==> src/rtl/rvm_mem_arbiter.sv <==
// Shares one single-outstanding memory port between NUM_CH requesters using
// round-robin or fixed-priority arbitration, with an optional stall timeout.
module rvm_mem_arbiter #(
    parameter int NUM_CH      = 2,
    parameter int ARB_MODE    = 0,
    parameter int TIMEOUT_CYC = 0
) (
    input  logic                 clk,
    input  logic                 resetn,
    input  logic [NUM_CH-1:0]    req_valid,
    output logic [NUM_CH-1:0]    req_ready,
    input  logic [NUM_CH-1:0]    req_wen,
    input  logic [NUM_CH*32-1:0] req_addr,
    input  logic [NUM_CH*32-1:0] req_wdata,
    input  logic [NUM_CH*4-1:0]  req_ben,
    output logic [NUM_CH-1:0]    rsp_valid,
    output logic [31:0]          rsp_rdata,
    output logic                 rsp_error,
    output logic [31:0]          mem_addr,
    output logic [31:0]          mem_wdata,
    output logic                 mem_w_en,
    output logic                 mem_c_en,
    output logic [3:0]           mem_b_en,
    input  logic [31:0]          mem_rdata,
    input  logic                 mem_error,
    input  logic                 mem_stall
);

    localparam int IDX_W = (NUM_CH > 1) ? $clog2(NUM_CH) : 1;

    typedef enum logic {S_IDLE, S_BUSY} state_t;

    state_t              state_q, state_d;
    logic [IDX_W-1:0]    rr_ptr_q, rr_next;
    logic [IDX_W-1:0]    ch_q;
    logic                wen_q;
    logic [31:0]         addr_q, wdata_q;
    logic [3:0]          ben_q;
    logic [31:0]         stall_cnt_q;
    logic [NUM_CH-1:0]   rsp_valid_q;
    logic [31:0]         rdata_q;
    logic                error_q;

    logic [31:0]         ch_addr  [NUM_CH];
    logic [31:0]         ch_wdata [NUM_CH];
    logic [3:0]          ch_ben   [NUM_CH];
    logic [IDX_W-1:0]    start_idx, cand_idx, grant_idx;
    logic                grant_found, grant, timeout_hit, done;

    for (genvar g = 0; g < NUM_CH; g++) begin : g_unpack
        assign ch_addr[g]  = req_addr[g*32 +: 32];
        assign ch_wdata[g] = req_wdata[g*32 +: 32];
        assign ch_ben[g]   = req_ben[g*4 +: 4];
    end

    // First asserted request at or after start_idx, wrapping at NUM_CH.
    // NOTE: every always_comb output gets a default first so no latch is inferred.
    always_comb begin
        start_idx   = (ARB_MODE == 0) ? rr_ptr_q : '0;
        cand_idx    = '0;
        grant_idx   = '0;
        grant_found = 1'b0;
        for (int i = 0; i < NUM_CH; i++) begin
            cand_idx = IDX_W'((int'(start_idx) + i) % NUM_CH);
            if (!grant_found && req_valid[cand_idx]) begin
                grant_found = 1'b1;
                grant_idx   = cand_idx;
            end
        end
    end

    assign grant       = resetn && (state_q == S_IDLE) && grant_found;
    assign timeout_hit = (TIMEOUT_CYC > 0) && (state_q == S_BUSY) && mem_stall &&
                         (stall_cnt_q == 32'(TIMEOUT_CYC - 1));
    assign done        = (state_q == S_BUSY) && (!mem_stall || timeout_hit);
    assign rr_next     = (ch_q == IDX_W'(NUM_CH - 1)) ? '0 : ch_q + 1'b1;

    always_ff @(posedge clk) begin
        if (!resetn) begin
            state_q <= S_IDLE;
        end else begin
            state_q <= state_d;
        end
    end

    always_comb begin
        state_d = state_q;
        case (state_q)
            S_IDLE:  if (grant) state_d = S_BUSY;
            S_BUSY:  if (done)  state_d = S_IDLE;
            default: state_d = S_IDLE;
        endcase
    end

    always_comb begin
        req_ready = '0;
        mem_c_en  = 1'b0;
        mem_w_en  = 1'b0;
        mem_addr  = '0;
        mem_wdata = '0;
        mem_b_en  = '0;
        if (grant) begin
            req_ready[grant_idx] = 1'b1;
        end
        if (state_q == S_BUSY) begin
            mem_c_en  = 1'b1;
            mem_w_en  = wen_q;
            mem_addr  = addr_q;
            mem_wdata = wdata_q;
            mem_b_en  = ben_q;
        end
    end

    // NOTE: sequential state uses non-blocking assignments only; the captured
    // request fields are reset too, which is cheap at this width.
    always_ff @(posedge clk) begin
        if (!resetn) begin
            rr_ptr_q    <= '0;
            ch_q        <= '0;
            wen_q       <= 1'b0;
            addr_q      <= '0;
            wdata_q     <= '0;
            ben_q       <= '0;
            stall_cnt_q <= '0;
            rsp_valid_q <= '0;
            rdata_q     <= '0;
            error_q     <= 1'b0;
        end else begin
            rsp_valid_q <= '0;
            if (grant) begin
                ch_q        <= grant_idx;
                wen_q       <= req_wen[grant_idx];
                addr_q      <= ch_addr[grant_idx];
                wdata_q     <= ch_wdata[grant_idx];
                ben_q       <= ch_ben[grant_idx];
                stall_cnt_q <= '0;
            end else if (state_q == S_BUSY && mem_stall) begin
                stall_cnt_q <= stall_cnt_q + 32'd1;
            end
            if (done) begin
                rsp_valid_q <= NUM_CH'(1) << ch_q;
                rdata_q     <= timeout_hit ? '0 : mem_rdata;
                error_q     <= timeout_hit | mem_error;
                if (ARB_MODE == 0) begin
                    rr_ptr_q <= rr_next;
                end
            end
        end
    end

    assign rsp_valid = rsp_valid_q;
    assign rsp_rdata = rdata_q;
    assign rsp_error = error_q;

endmodule
==> config.mk <==
export PLATFORM = sky130hd
export DESIGN_NAME = rvm_mem_arbiter
export DESIGN_NICKNAME = d
export VERILOG_FILES = /design/src/rtl/rvm_mem_arbiter.sv
export SDC_FILE = /design/constraint.sdc
export NUM_CORES = 1
export LEC_CHECK = 0
export BUFFER_PORTS_ARGS = -buffer_cell sky130_fd_sc_hd__clkbuf_2
export CORE_AREA = 10 10 120 122
export CTS_BUF_LIST = sky130_fd_sc_hd__clkbuf_2 sky130_fd_sc_hd__clkbuf_4 sky130_fd_sc_hd__clkbuf_8
export CTS_CLUSTER_DIAMETER = 100
export DETAILED_ROUTE_END_ITERATION = 8
export DIE_AREA = 0 0 130 132
export PLACE_DENSITY_LB_ADDON = 0.08
export SETUP_SLACK_MARGIN = 0.4
export SLEW_MARGIN = 5
export SYNTH_ARGS = -nofsm -noshare
export SYNTH_HDL_FRONTEND = slang
export SYNTH_SLANG_ARGS = --single-unit
==> constraint.sdc <==
create_clock -name clk -period 1.38 [get_ports clk]
set_clock_uncertainty 0.1 [all_clocks]
set_input_delay 0.138 -clock clk [delete_from_list [all_inputs] [get_ports clk]]
set_output_delay 0.138 -clock clk [all_outputs]
set_load 0.01 [all_outputs]
==> flow_summary.ini <==
[run_status]
outcome = complete, but fails checks
violations = negative setup slack

[placement]
io_buffers = 282
dpl_cell_area_mm2 = 0.00641
post-place-ws_ns = -0.0410
dp_hpwl_um = 13100
gp_congestion = 0.792
placed_cells = 952

[clock_network]
clk_pin_slew_ns = 0.11
ctsRootBufferMaster = clkbuf_8
htreeDepth = 3
clk_latency_ns = 0.40
clock_path_buffers = 2
cts_buffers = 9
clkSinkCount = 107
cts_tree = done

[routing]
routedWlPerCell_um = 21.0
drt_iter0_drc = 452
drt-total-wl_um = 23500
dr.pass1.iters = 6
drc = 0
final_antenna_net_count = 0
vias_per_cell = 5.40
num_vias = 6056

[logic_synthesis]
yosysTopAreaCell = dfxtp_1
synth_top_area_share_pct = 44.4
synth_fp_nets = 738
yosysSeqAreaShare_pct = 44.4
synth-compound-area-share_pct = 20.0
synth_mux_area_share_pct = 0
ys_ff_latch = 107
ys_warn_count = 0
synth_simple_gate_area_share_pct = 28.4
avgSynthCellArea_um2 = 8.59
synth_xor_area_share_pct = 0
netlist_area_mm2 = 0.00483
synthTopCellsByArea = dfxtp_1, a221o_1, nand2_1
synth_cell_types = 20
syn_inst = 562
synth_top_family_by_area = simple AND/OR/NAND/NOR gates
synthAdderAreaFrac_pct = 0

[final_layout]
multi_input_area_mm2 = 0.00248
final_util_pct = 77.8
fillers = 751
fin_nets = 1143
drive_above_1_share_pct = 46.1
layoutNonFillerInstCount = 1122
regArea_mm2 = 0.00219
design_area_mm2 = 0.00927
syn2layout_area_growth_pct = 91.9

[critical_path]
worst-path-buf-inv = 3
critical_path_required_ns = 1.14
path_max_fanout = 9
cp.arrival_ns = 1.42
r2r-end = ben_q[1]$_SDFFE_PN0P_
start_kind = flip-flop
slowest_stage = dfxtp_4
crit_chain = buf_12, clkbuf_16, and2_1, buf_2
worstSetupPathType = reg -> out
slowest_delay_ns = 0.40
regToRegSetupSlack_ns = -0.28
cp-startpoint = state_q$_SDFF_PN0_
crit_path_end_kind = output pin
rr_worst_depth = 5
reg2reg_from = state_q$_SDFF_PN0_
critPathTopFamily = buffers and inverters

[sta]
rsz0062_at_grt = yes
slew_viol_final = 0
fin_crit_sh_pct = 120
setup_ws_ns = -0.276
layout_min_cycle_time_ns = 1.66
max_slew_margin_pct = 79.1
timing.hold.ws_ns = 0.0236
finalHoldViolCount = 0
setup-violations-final = 177
max_freq_mhz = 604
setup_tns_ns = -36.21
worst_pin_slew_ns = 0.314

[die]
core-area_mm2 = 0.0119
die_w_um = 130
rows = 40
io_pins = 283
die_h_um = 132
die-area_mm2 = 0.0172
initial_core_util_pct = 40.5

[power_and_ir_drop]
powerDensity_mw_per_mm2 = 851
p_leak_nw = 4.31
power.total_mw = 7.89
max-vdd-ir-drop_v = 0.000686

[global_routing]
antenna_found_initial = 3
grt_pass1_vias = 6073
grt_pass1_wl_um = 33400
grt_util_all_layers_pct = 24.6
grt_max_degree = 50
gr-total-overflow = 0

[min_path]
min_path_type = in -> reg
whs_endpoint = wdata_q[17]$_SDFFE_PN0P_
worstHoldStart = req_wdata[17]
whs_path_depth = 4

[flow_run]
maxCapViolations = 0
## sequential cells by signal (all words and copies together) (netlist names), 2 cells and up
| register | cells |
|---|---|
| addr_q | 32 |
| ben_q | 4 |
| rsp_rdata | 32 |
| rsp_valid | 2 |
| wdata_q | 32 |
## placed cells by master, fill, tap and decap left out, drive strengths merged, types with 2 or more instances in the layout
cell	instances
clkbuf	206
buf	148
nand2	138
dfxtp	107
dlygate4sd3	104
and2	70
nor3	69
a221o	69
a21boi	34
bufbuf	5
nand2b	4
diode	3
inv	3
nor2	2
clkinvlp	2
bufinv	2
nor2b	2
## worst max path at each step
stage / slack [ns] / end / cells after the start
6_report: -0.28 / mem_wdata[31] / 4
5_1_grt: -0.31 / mem_wdata[31] / 4
4_1_cts: -0.25 / req_ready[0] / 4
3_5_place_dp: -0.04 / addr_q[27]$_SDFFE_PN0P_ / 4
3_3_place_gp: -0.02 / addr_q[22]$_SDFFE_PN0P_ / 4
2_1_floorplan: -0.04 / wdata_q[10]$_SDFFE_PN0P_ / 6
## tightest hold or removal path: cells and delay by family
family | cells | cell delay (ns)
buffers and inverters | 1 | 0.07
AO/OA/AOI/OAI | 1 | 0.12
AND/OR/NAND/NOR | 2 | 0.16
## routing by layer
layer	up-vias	global-route usage, %	share of wire [%]
met5	-	0	0
met4	0	10.5	4.2
met3	64	7.88	9.1
met2	331	39.9	49
met1	2864	28.8	38
li1	2797	-	-
## synthesized netlist by cell type, drive strengths merged
cell type and instances:
nand2 138, dfxtp 107, and2 70, a221o 69, nor3 69, buf 38, a21boi 34, clkbuf 22
nand2b 4, nor2 2, nor2b 2, a21oi 1, a32oi 1, and3 1, and4 1, inv 1
nor3b 1, o21a 1
## report_power, final
group / switching (mW) / internal (mW) / leakage (nW) / total, mW
logic: 0.888 / 1.31 / 3.31 / 2.20
registers: 0.142 / 3.33 / 0.896 / 3.47
clock network: 1.18 / 1.04 / 0.108 / 2.22
total: 2.21 / 5.67 / 4.31 / 7.89
## final cells by class
type	count	share of cell area, %
inverters	1	0.0405
clock inverters	7	1.08
multi-input cells	394	26.7
clock buffers	9	1.34
well taps	147	1.99
flip-flops and latches	107	23.6
diodes	3	0.0810
repair buffers	454	45.1
## timing repair
| item | 4_1_cts | 5_1_grt |
|---|---|---|
| endpoints found under the hold margin | 104 | 0 |
| buffers inserted | 16 | 6 |
| cloned | 19 | 6 |
| hold buffers | 104 | 0 |
| endpoints found under the setup margin | 214 | 214 |
| gates resized for setup | 53 | 239 |
| pin swaps | 4 | 15 |
## kinds of logic after synthesis
kind of cell    after synthesis
simple gates                288
flops                       107
compound gates              106
buf+inv                      61
Note: power is estimated with default switching activity, not from simulation.
